**config.mk**
```make
export PLATFORM = sky130hd
export DESIGN_NAME = mdic_ctrl
export DESIGN_NICKNAME = d
export VERILOG_FILES = /design/src/rtl/mdic_ctrl.sv
export SDC_FILE = /design/constraint.sdc
export NUM_CORES = 1
export LEC_CHECK = 0
export ABC_AREA = 1
export ABC_CLOCK_PERIOD_IN_PS = 2200
export BUFFER_PORTS_ARGS = -buffer_cell sky130_fd_sc_hd__buf_2
export CAP_MARGIN = 30
export CORE_MARGIN = 10
export CORE_UTILIZATION = 46
export DETAILED_ROUTE_END_ITERATION = 8
export PLACE_DENSITY = 0.77
export SETUP_SLACK_MARGIN = 0.2
export SYNTH_ARGS = -nofsm -noshare
export SYNTH_HDL_FRONTEND = slang
export SYNTH_SLANG_ARGS = --single-unit
```
**constraint.sdc**
```tcl
create_clock -name clk -period 2.2 [get_ports clk]
set_clock_uncertainty 0.1 [all_clocks]
set_input_delay 0.33 -clock clk [delete_from_list [all_inputs] [get_ports clk]]
set_output_delay 0.33 -clock clk [all_outputs]
set_load 0.005 [all_outputs]
```
**src/rtl/mdic_ctrl.sv**
```systemverilog
// mdic_ctrl: host-side controller for the MAC MDI Control (MDIC) register.
//
// A software write to MDIC is turned into a 32-bit clause-22 MDIO frame and
// handed to the downstream MDIO shift engine with a one-cycle start pulse. The
// controller then follows the engine's done handshake and writes the outcome
// back into MDIC (read data, Ready, Error), optionally raising an interrupt.
//
// Ports:
//   clk        clock
//   rst        asynchronous, active-high reset
//   reg_wr     one-cycle MDIC write strobe from the register file
//   reg_wdata  MDIC write data: [15:0] DATA, [20:16] REGADD, [25:21] PHYADD,
//              [27:26] OP, [29] I
//   reg_rdata  current MDIC value: [15:0] DATA, [20:16] REGADD, [25:21] PHYADD,
//              [27:26] OP, [28] R, [29] I, [30] E, [31] 0
//   intr_o     one-cycle MDAC interrupt request
//   eno        one-cycle start pulse to the shift engine
//   wdatao     MDIO frame to the shift engine (valid while eno is high)
//   rdatai     read data from the shift engine (valid whenever rd_donei is 1)
//   rd_donei   engine read done; low while a read runs
//   wr_donei   engine write done; low while a write runs
//
// Parameters:
//   TIMEOUT    cycles from issue to completion before the operation is aborted
//   TW         width of the timeout counter; 2**TW must exceed TIMEOUT

module mdic_ctrl #(
  parameter int unsigned TIMEOUT = 4096,
  parameter int unsigned TW      = 13
) (
  input  logic        clk,
  input  logic        rst,
  input  logic        reg_wr,
  input  logic [31:0] reg_wdata,
  output logic [31:0] reg_rdata,
  output logic        intr_o,
  output logic        eno,
  output logic [31:0] wdatao,
  input  logic [15:0] rdatai,
  input  logic        rd_donei,
  input  logic        wr_donei
);

  localparam logic [2:0] StIdle     = 3'd0;
  localparam logic [2:0] StIssue    = 3'd1;
  localparam logic [2:0] StWaitBusy = 3'd2;
  localparam logic [2:0] StWaitDone = 3'd3;
  localparam logic [2:0] StComplete = 3'd4;

  localparam logic [1:0] OpWrite = 2'b01;
  localparam logic [1:0] OpRead  = 2'b10;

  localparam logic [TW-1:0] TimeoutLast = TW'(TIMEOUT - 1);

  // Register state
  logic [2:0]    state_q, state_d;
  logic [15:0]   data_q, data_d;
  logic [4:0]    regadd_q, regadd_d;
  logic [4:0]    phyadd_q, phyadd_d;
  logic [1:0]    op_q, op_d;
  logic          ien_q, ien_d;
  logic          rdy_q, rdy_d;
  logic          err_q, err_d;
  logic [TW-1:0] cnt_q, cnt_d;
  logic          eno_q, eno_d;
  logic [31:0]   frame_q, frame_d;
  logic          intr_q, intr_d;

  // Helper signals
  logic          accept;
  logic          op_valid;
  logic [1:0]    wr_op;
  logic          sel_done;
  logic [TW-1:0] cnt_inc;
  logic          timeout;

  // Bits of the write data that MDIC does not store (R and E are status only).
  logic unused_wdata;
  assign unused_wdata = ^{reg_wdata[31:30], reg_wdata[28]};

  // A command is only taken while the engine reports itself idle on both done
  // lines; this also covers an engine still finishing a frame after a reset or
  // a timeout.
  assign accept   = reg_wr && rd_donei && wr_donei;
  assign wr_op    = reg_wdata[27:26];
  assign op_valid = (wr_op == OpRead) || (wr_op == OpWrite);

  // The latched opcode picks which done line carries the handshake.
  assign sel_done = (op_q == OpRead) ? rd_donei : wr_donei;

  // Abort when the counter would reach TIMEOUT-1 on this edge.
  assign cnt_inc  = cnt_q + TW'(1);
  assign timeout  = (cnt_inc == TimeoutLast);

  always_comb begin
    state_d  = state_q;
    data_d   = data_q;
    regadd_d = regadd_q;
    phyadd_d = phyadd_q;
    op_d     = op_q;
    ien_d    = ien_q;
    rdy_d    = rdy_q;
    err_d    = err_q;
    cnt_d    = cnt_q;
    eno_d    = 1'b0;
    frame_d  = frame_q;
    intr_d   = 1'b0;

    case (state_q)
      StIdle: begin
        if (accept) begin
          data_d   = reg_wdata[15:0];
          regadd_d = reg_wdata[20:16];
          phyadd_d = reg_wdata[25:21];
          op_d     = wr_op;
          ien_d    = reg_wdata[29];
          rdy_d    = 1'b0;
          err_d    = 1'b0;
          if (op_valid) begin
            // Frame is built straight from the write data so eno and wdatao
            // line up in the cycle after the accept.
            eno_d   = 1'b1;
            frame_d = {2'b01, wr_op, reg_wdata[25:21], reg_wdata[20:16], 2'b10,
                       (wr_op == OpRead) ? 16'h0000 : reg_wdata[15:0]};
            state_d = StIssue;
          end else begin
            err_d   = 1'b1;
            state_d = StComplete;
          end
        end
      end

      StIssue: begin
        cnt_d   = '0;
        state_d = StWaitBusy;
      end

      StWaitBusy: begin
        cnt_d = cnt_inc;
        if (timeout) begin
          err_d   = 1'b1;
          state_d = StComplete;
        end else if (!sel_done) begin
          state_d = StWaitDone;
        end
      end

      StWaitDone: begin
        cnt_d = cnt_inc;
        // A finishing engine wins over a simultaneous timeout.
        if (sel_done) begin
          if (op_q == OpRead) begin
            data_d = rdatai;
          end
          state_d = StComplete;
        end else if (timeout) begin
          err_d   = 1'b1;
          state_d = StComplete;
        end
      end

      StComplete: begin
        rdy_d   = 1'b1;
        intr_d  = ien_q;
        state_d = StIdle;
      end

      default: begin
        state_d = StIdle;
      end
    endcase
  end

  always_ff @(posedge clk or posedge rst) begin
    if (rst) begin
      state_q  <= StIdle;
      data_q   <= '0;
      regadd_q <= '0;
      phyadd_q <= '0;
      op_q     <= '0;
      ien_q    <= 1'b0;
      rdy_q    <= 1'b1;
      err_q    <= 1'b0;
      cnt_q    <= '0;
      eno_q    <= 1'b0;
      frame_q  <= '0;
      intr_q   <= 1'b0;
    end else begin
      state_q  <= state_d;
      data_q   <= data_d;
      regadd_q <= regadd_d;
      phyadd_q <= phyadd_d;
      op_q     <= op_d;
      ien_q    <= ien_d;
      rdy_q    <= rdy_d;
      err_q    <= err_d;
      cnt_q    <= cnt_d;
      eno_q    <= eno_d;
      frame_q  <= frame_d;
      intr_q   <= intr_d;
    end
  end

  assign reg_rdata = {1'b0, err_q, ien_q, rdy_q, op_q, phyadd_q, regadd_q, data_q};
  assign intr_o    = intr_q;
  assign eno       = eno_q;
  assign wdatao    = frame_q;

endmodule

```
## Yosys cells after proc, flatten, opt, wreduce, memory -nomap -nowiden

Cells that the tools add are included.

- $add $sub $neg: 1
- Reductions and logical operators: 15
- Eq/ne operators: 14
- Multiplexer cells: 25

Operators with widths:

| cell | count |
|---|---|
| 16-bit two-way mux | 4 |
| 16-bit one-hot mux with 2 select lines | 1 |
| 13-bit one-hot mux with 2 select lines | 1 |
| 3-bit two-way mux | 6 |
| 13-bit by 1-bit adder with 13-bit output, second input constant | 1 |
| 13-bit by 12-bit == test with 1-bit output, second input constant | 1 |
| 3-bit one-hot mux with 4 select lines | 1 |
| 1-bit two-way mux | 10 |
| 3-bit AND reduction | 3 |
| 2-bit != test, second input constant | 4 |
| 3-bit by 2-bit == test with 1-bit output, second input constant | 2 |
| 3-bit != test, second input constant | 2 |
| 2-bit nonzero test | 3 |
| 2-bit == test, second input constant | 2 |
| 2-bit AND reduction | 2 |
| 4-bit AND reduction | 1 |
| 3-bit by 1-bit == test with 1-bit output, second input constant | 1 |
| 3-bit == test, second input constant | 1 |
| 3-bit logical NOT | 1 |
| 1-bit one-hot mux with 3 select lines | 1 |
| 3-bit nonzero test | 1 |
| 2-bit by 1-bit == test with 1-bit output, second input constant | 1 |
| 1-bit logical AND | 2 |
| 1-bit one-hot mux with 2 select lines | 1 |
| 2 further kinds | 2 |

- Output and inout port bits: 66
- Logic and storage cells: 67
- Bits in registers: 79
- Bits of input ports: 53

## Depth between registers and ports, before layout

Gate-level depths: netlist of run 1.

- Depth in word-level cells: 5
- Gate-level depth with buffers: 14
- Depth with buffers taken out: 14

## Least setup slack after synthesis of run 1

OpenSTA, ideal clock, no wires.

- Path type: register to register
- From: register cnt_q[1]
- To: register state_q[0]
- Clock period less this slack: 1.713 ns
- Setup time: 0.117 ns
- Cell stages (with the launch flop): 15
- Path buffers: 0
- Slack: 0.487 ns
- Data required time: 1.983 ns
- Arrival time: 1.496 ns
- Path through: dfrtp_1 > ha_1 > nand2_2 > nor2_2 > nand2_1 > nand2_1 > nand2_1 > inv_1 > nand2_1 > nor2_2 > nand3_2 > nand2_1 > nand2_1 > nand3_1 > nand2_1

- Cells in the longest elaborated chain, start to end: 4
- Elaborated cells on any way between the ends: 7
- Classes of those cells: add/sub: 1; eq/ne: 3; mux: 2; reduce/logical: 1

Ends and longest elaborated chain:

| what | RTL line | RTL |
|---|---|---|
| from (decl) | 64 | `logic [TW-1:0] cnt_q, cnt_d;` |
| from (signal assigned) | 197 | `cnt_q <= cnt_d;` |
| 13-bit by 1-bit adder with 13-bit output (*) | 92 | `assign cnt_inc = cnt_q + TW'(1);` |
| 13-bit by 12-bit == test with 1-bit output (*) | 93 | `assign timeout = (cnt_inc == TimeoutLast);` |
| 3-bit two-way mux or 3-bit != test (tied branches) | -- |  |
| 3-bit one-hot mux with 4 select lines or 3-bit AND reduction (tied branches) | -- |  |
| to (signal assigned) | 176 | `state_q <= StIdle;` |
| to (signal assigned) | 189 | `state_q <= state_d;` |
| to (decl) | 56 | `logic [2:0] state_q, state_d;` |

Every way passes the cells marked *; elsewhere a longest branch is shown, timed or not.
A chain may end at the register's enable or synchronous reset.

## Worst setup path in the final report of run 1

- From: register cnt_q[1]
- To: register state_q[2]

The elaborated chain is that of the path after synthesis.

==> results of run 1 <==
==> metal layers <==
| metal | routed length, um | GRT usage [%] | vias to the layer above |
|---|---|---|---|
| met1 | 3793 | 19.10 | 1524 |
| met3 | 817 | 6.018 | 10 |
| met4 | 127 | 5.744 | 0 |
| met2 | 4856 | 26.59 | 108 |
| li1 | - | - | 1620 |
| met5 | 0 | 0 | - |
==> layout make-up <==
cell class / instances / area [um^2] / share of cell area [%]
Tap cell: 102 / 127.6 / 2.810
Timing Repair Buffer: 121 / 655.6 / 14.44
Multi-Input combinational cell: 300 / 1439 / 31.68
Clock inverter: 5 / 75.07 / 1.653
Inverter: 41 / 160.2 / 3.526
Sequential cell: 78 / 1953 / 43.00
Clock buffer: 11 / 131.4 / 2.893
==> worst min-delay path by stage <==
stage                        from         end  slack [ns]  cells past startpoint
floorplan                   rdy_q       rdy_q        0.34                      2
global placement              rst  state_q[2]        0.31                      2
detailed placement            rst      intr_o        0.31                      2
CTS                 reg_wdata[29]       ien_q        0.09                      3
global route        reg_wdata[29]       ien_q         0.1                      3
finish              reg_wdata[29]       ien_q         0.1                      3
==> placed cells by master (no fill, tap or decap), types with 3 or more instances in the layout <==
cell / count
a21oi_1: 3
a31oi_1: 16
buf_2: 112
buf_4: 6
clkbuf_8: 9
clkinv_2: 3
conb_1: 3
dfrtp_1: 77
inv_1: 35
inv_2: 3
nand2_1: 141
nand2_2: 3
nand3_1: 31
nand4_1: 4
nor2_1: 31
nor2_2: 5
nor2_4: 8
o21ai_0: 40
o22ai_1: 3
==> kinds of logic (layout without fill, tap and decap cells) <==
family,after synthesis,in the layout,synth area share [%]
other cells,1,3,0.1033
compound gates,64,64,9.686
simple gates,228,228,27.37
buf+inv,62,178,7.514
fa+ha+maj,3,3,1.034
flops,78,78,53.81
xor+xnor,2,2,0.4827
==> worst min-delay path, delay by kind of cell <==
| kind | cells | cell delay (ns) |
|---|---|---|
| compound gates | 1 | 0.06 |
| buf+inv | 1 | 0.08 |
| simple gates | 1 | 0.04 |
==> power by group through the flow <==
| stage | Combinational (W) | Sequential, W | Clock [W] |
|---|---|---|---|
| after floorplan | 0.000904 | 0.00237 | 0 |
| after global placement | 0.00175 | 0.00232 | 0 |
| after detailed placement | 0.00180 | 0.00234 | 0 |
| after CTS | 0.00180 | 0.00232 | 0.00115 |
| after global routing | 0.00204 | 0.00240 | 0.00123 |
| final | 0.00178 | 0.00233 | 0.00114 |
==> sequential cells by signal (all words and copies together), names as in the netlist <==
| signal | count |
|---|---|
| intr_o | 1 |
| wdatao | 29 |
| data_q | 16 |
| ien_q | 1 |
| err_q | 1 |
| cnt_q | 13 |
| state_q | 3 |
| phyadd_q | 5 |
| rdy_q | 1 |
| eno | 1 |
| regadd_q | 5 |
| op_q | 2 |
==> metrics by stage <==
step	area [um^2]	power [W]	setup WS [ns]	util, %	std cells
finish	4542	0.005241	0.3232	59.08	658
global route	4542	0.005667	0.1529	59.08	658
CTS	4504	0.005284	0.2467	58.59	657
detailed placement	4288	0.004139	0.2631	55.78	640
global placement	4288	0.004066	0.3127	55.78	640
floorplan	3641	0.003273	0.4869	-	440
==> timing repair <==
action,in CTS,in global routing
resized for setup,0,7
hold buffers,1,0
buffers inserted,0,1
endpoints found under the setup margin,0,19
hold endpoints to repair,20,0
==> run summary, run 1 <==
post-synth top area cell -> dfrtp_1
initial antenna violation count -> 0
Worst-Margin Slew -> 0.6644 ns
crit-path max cell delay -> 0.43 ns
width of the die -> 108.8 um
r2r endpoint -> state_q[2]
# diodes -> 0
Worst Path Required -> 2.37 ns
core area -> 0.007687 mm^2
Final Wtd Congestion -> 0.8336
Internal -> 0.003415 W
worst vdd ir -> 0.6847 mV
DPL Wire Length -> 7.240 mm
Reg2Reg Depth -> 11
setup TNS -> 0 ns
r2r setup slk -> 0.32 ns
P&R area growth vs syn -> 25.13%
root buf cell -> clkbuf_8
post-DR vias/cell -> 4.957
CP bufs+invs -> 1
total CTS buffers -> 9
Iter 0 DRT Violations -> 156
worst hold margin -> 0.09867 ns
Synth Flop Type -> dfrtp_1
GRT Resource Usage Total -> 16.19%
Worst Setup EP -> state_q[2]
FMAX -> 532.8 MHz
synth unique cells -> 29
sequential area share after synthesis -> 53.81%
ys async rst share -> 100.0%
DRC viols -> 0
CTS Sinks -> 78
worst path cell trace -> ha_4 -> nand2_2 -> o21ai_0 -> nand2_1 -> inv_1 -> nand3_1 -> nor2_2 -> nand3_4 -> a21oi_2 -> nand2_1 -> nor2_1
Syn Inst Count -> 438
EDFF count, synth -> 0
Leak -> 2.331 nW
syn_area_per_cell -> 8.287 um^2
average routed wire per standard cell -> 14.58 um
Sw Pwr -> 0.001826 W
initial core utilization -> 47.22%
Synth top cells by count -> nand2_1, dfrtp_1, o21ai_0, inv_1, nor2_1
Setup CP Type -> reg2reg
Die ar. -> 0.01184 mm^2
CP max FO -> 7
cell with the most instances after synthesis -> nand2_1
die height -> 108.8 um
NumNets Final -> 607
relative slew slack -> 55.55%
H-tree Lvls -> 3
WL final -> 9.594 mm
RR Startpoint -> cnt_q[1]
Max Root-Sink Buffers -> 2
crit path from -> cnt_q[1]
PD cells -> 1154 mW/mm^2
Final ANT Viol Nets -> 0
Synth top area share -> 53.09%
Syn. warnings -> 0
max-cap viol count -> 0
Synth area leaders -> dfrtp_1, nand2_1, o21ai_0
CTS tree -> done
Min-Delay Path Class -> in2reg
filler cell count -> 696
first-pass GRT wire length -> 15.53 mm
final worst path period need -> 1.877 ns
stages on the worst setup path -> 11
RSZ-0062 raised after global routing -> true
crit end category -> flop
Ports -> 119
number of buffers added on ports -> 112
Sw Share -> 34.84%
outcome -> finished, final reports clean
fin. max-slew vios -> 0
Reg clk slew, reported paths -> 0.08 ns
endpoints failing setup -> 0
Worst path slowest cell -> dfrtp_1
vias in the first global route -> 3241
Clk pwr share -> 21.7%
DR vias -> 3262
period utilization -> 85.31%
final hold vios -> 0
1st-pass router iterations -> 4
largest net degree at the start of global routing -> 40
delay-heaviest family, CP -> simple AND/OR/NAND/NOR gates
Synth Cell Area -> 0.003630 mm^2
arrival time worst endpoint -> 2.05 ns
flops & latches, synth -> 78
share of power burned in registers -> 44.4%
startpoint types -> flop
combinational power share -> 33.9%
num rows -> 32
Congestion Overflow GR -> 0
crit-path most repeated cell -> nand2_1
Skew-Pair Late Insertion Delay -> 0.34 ns
share of layout cells above drive strength 1 -> 28.96%
(Power assumes the default switching activity.)
==> run 2, diff against run 1 <==
Settings changed: CORE_MARGIN 10 to default, PLACE_DENSITY 0.77 to 0.88.
==> run 2 against run 1 <==
Net effect: critical path depth is the same; register-to-register slack lost 0.08 ns; power grew 3.2%; sequential power is essentially flat; global-route usage grew 6.1 points; critical path type unchanged; critical endpoint unchanged; highest routed layer unchanged.
==> run summary, run 2 (same netlist as run 1, synthesis figures left out) <==
CTS Sinks -> 78 (unchanged)
width of the die -> 90.83 um (-17%)
final hold vios -> 0 (unchanged)
H-tree Lvls -> 3 (unchanged)
initial antenna violation count -> 0 (unchanged)
Skew-Pair Late Insertion Delay -> 0.34 ns (about the same)
P&R area growth vs syn -> 27.71%
Final Wtd Congestion -> 0.8878 (+6.5%)
DR vias -> 3356 (+2.9%)
WL final -> 8.861 mm (-7.6%)
endpoints failing setup -> 0 (unchanged)
arrival time worst endpoint -> 2.13 ns (+0.08 ns)
post-DR vias/cell -> 5.077 (+2.4%)
RSZ-0062 raised after global routing -> true
Worst path slowest cell -> dfrtp_1
initial core utilization -> 47.22% (unchanged)
filler cell count -> 664 (-4.6%)
Iter 0 DRT Violations -> 226 (+45%)
met2 GRT Util -> 37.94% (+11 points)
# diodes -> 0 (unchanged)
CP max FO -> 7 (unchanged)
crit end category -> flop
Multi-input gate area -> 0.001456 mm^2 (+1.2%)
NumNets Final -> 610 (+0.49%)
worst path cell trace -> ha_4 -> nand2_4 -> o21ai_0 -> nand2_1 -> inv_1 -> nand3_1 -> nor2_2 -> nand3_4 -> a21oi_4 -> nand2_1 -> nor2_1
setup TNS -> 0 ns (unchanged)
average routed wire per standard cell -> 13.41 um (-8.1%)
Post-Place Cells -> 640 (unchanged)
met3 usage -> 5.471% (-0.55 points)
CTS tree -> done
worst hold margin -> 0.09847 ns (-0.0001929 ns)
worst vdd ir -> 0.7028 mV (+2.6%)
Leak -> 2.382 nW (+2.2%)
max-cap viol count -> 0 (unchanged)
crit-path max cell delay -> 0.41 ns (-0.02 ns)
Final ANT Viol Nets -> 0 (unchanged)
Reg clk slew, reported paths -> 0.08 ns (about the same)
1st-pass router iterations -> 4 (unchanged)
Worst Path Required -> 2.37 ns (about the same)
share of layout cells above drive strength 1 -> 29.70% (+0.74 points)
commonest non-fill, non-tap cell in the layout -> nand2_1
core area -> 0.007687 mm^2 (unchanged)
Die ar. -> 0.008250 mm^2 (-30%)
root buf cell -> clkbuf_8
CP bufs+invs -> 1 (unchanged)
period utilization -> 89.04% (+3.7 points)
fin. max-slew vios -> 0 (unchanged)
total CTS buffers -> 9 (unchanged)
largest net degree at the start of global routing -> 49 (+23%)
Congestion Overflow GR -> 0 (unchanged)
Min-Delay Path Class -> in2reg
first-pass GRT wire length -> 14.75 mm (-5.0%)
busiest grt layer -> met2
num rows -> 32 (unchanged)
DRC viols -> 0 (unchanged)
Setup CP Type -> reg2reg
register area -> 0.001953 mm^2 (unchanged)
Max Root-Sink Buffers -> 2 (unchanged)
FMAX -> 510.5 MHz (-4.2%)
DPL Wire Length -> 6.414 mm (-11%)
Pwr Total -> 0.005410 W (+3.2%)
crit-path most repeated cell -> nand2_1
startpoint types -> flop
delay-heaviest family, CP -> simple AND/OR/NAND/NOR gates
final worst path period need -> 1.959 ns (+0.08200 ns)
most frequent cells in the layout -> nand2_1, buf_2, dfrtp_1
GR Layer Usage met1 -> 26.74% (+7.6 points)
outcome -> finished, final reports clean
number of buffers added on ports -> 112 (unchanged)
Ports -> 119 (unchanged)
relative slew slack -> 58.17% (+2.6 points)
PD cells -> 1167 mW/mm^2 (+1.1%)
Worst-Margin Slew -> 0.6251 ns (-0.03923 ns)
vias in the first global route -> 3290 (+1.5%)
max FFs per register -> 29 (unchanged)
GRT Resource Usage Total -> 22.31% (+6.1 points)
Cell Count, Final, Fillers Out -> 661 (+0.46%)
utilization after layout -> 60.30% (+1.2 points)
die height -> 90.83 um (-17%)
[run 2: path summary, 6_finish.rpt]
| path | startpoint | to | slack (ns) | cells past startpoint |
|---|---|---|---|---|
| max | cnt_q[1] | state_q[2] | 0.24 | 11 |
| min | reg_wdata[29] | ien_q | 0.1 | 3 |
| max reg2reg | cnt_q[1] | state_q[2] | 0.24 | 11 |
| min reg2reg | rdy_q | rdy_q | 0.38 | 2 |
| max in group asynchronous | rst | rdy_q | 1.21 | 4 |
| min in group asynchronous | rst | regadd_q[3] | 0.50 | 4 |
[run 2: area by class of cell]
class	instances	area share (%)
clock buffers	11	3.050
clock inverters	5	2.294
repair buffers	124	14.90
well taps	102	2.753
flip-flops and latches	78	42.13
inverters	41	3.455
multi-input cells	300	31.42
[run 2: metal layers]
metal | wire [um] | vias to the layer above
met2 | 4558 | 120
met5 | 0 | -
met4 | 149 | 0
met3 | 571 | 18
met1 | 3581 | 1591
li1 | - | 1627
[run 2: what timing repair did]
| item | 4_1_cts | 5_1_grt |
|---|---|---|
| gates resized for setup | 2 | 9 |
| setup buffers | 1 | 3 |
| endpoints found under the hold margin | 77 | 0 |
| endpoints found under the setup margin | 2 | 9 |
| pin swaps | 1 | 4 |
| gates cloned | 0 | 0 |
| hold buffers | 1 | 0 |
[run 2: worst min-delay path: stages]
cell and delay (ns):
buf_2 0.08, nand2_1 0.04, o21ai_0 0.06
[run 2: power by group]
part	internal (W)	total, W	switching (W)
registers	0.00200	0.00233	0.000333
clock network	0.000787	0.00130	0.000518
logic	0.000798	0.00177	0.000974
total	0.00359	0.00541	0.00182
[run 2: metrics by stage]
stage | setup WS (ns) | cell area [um^2]
floorplan | 0.4869 | 3641
global placement | 0.3179 | 4300
detailed placement | 0.1669 | 4300
CTS | 0.2139 | 4571
global route | 0.1362 | 4636
finish | 0.2412 | 4636
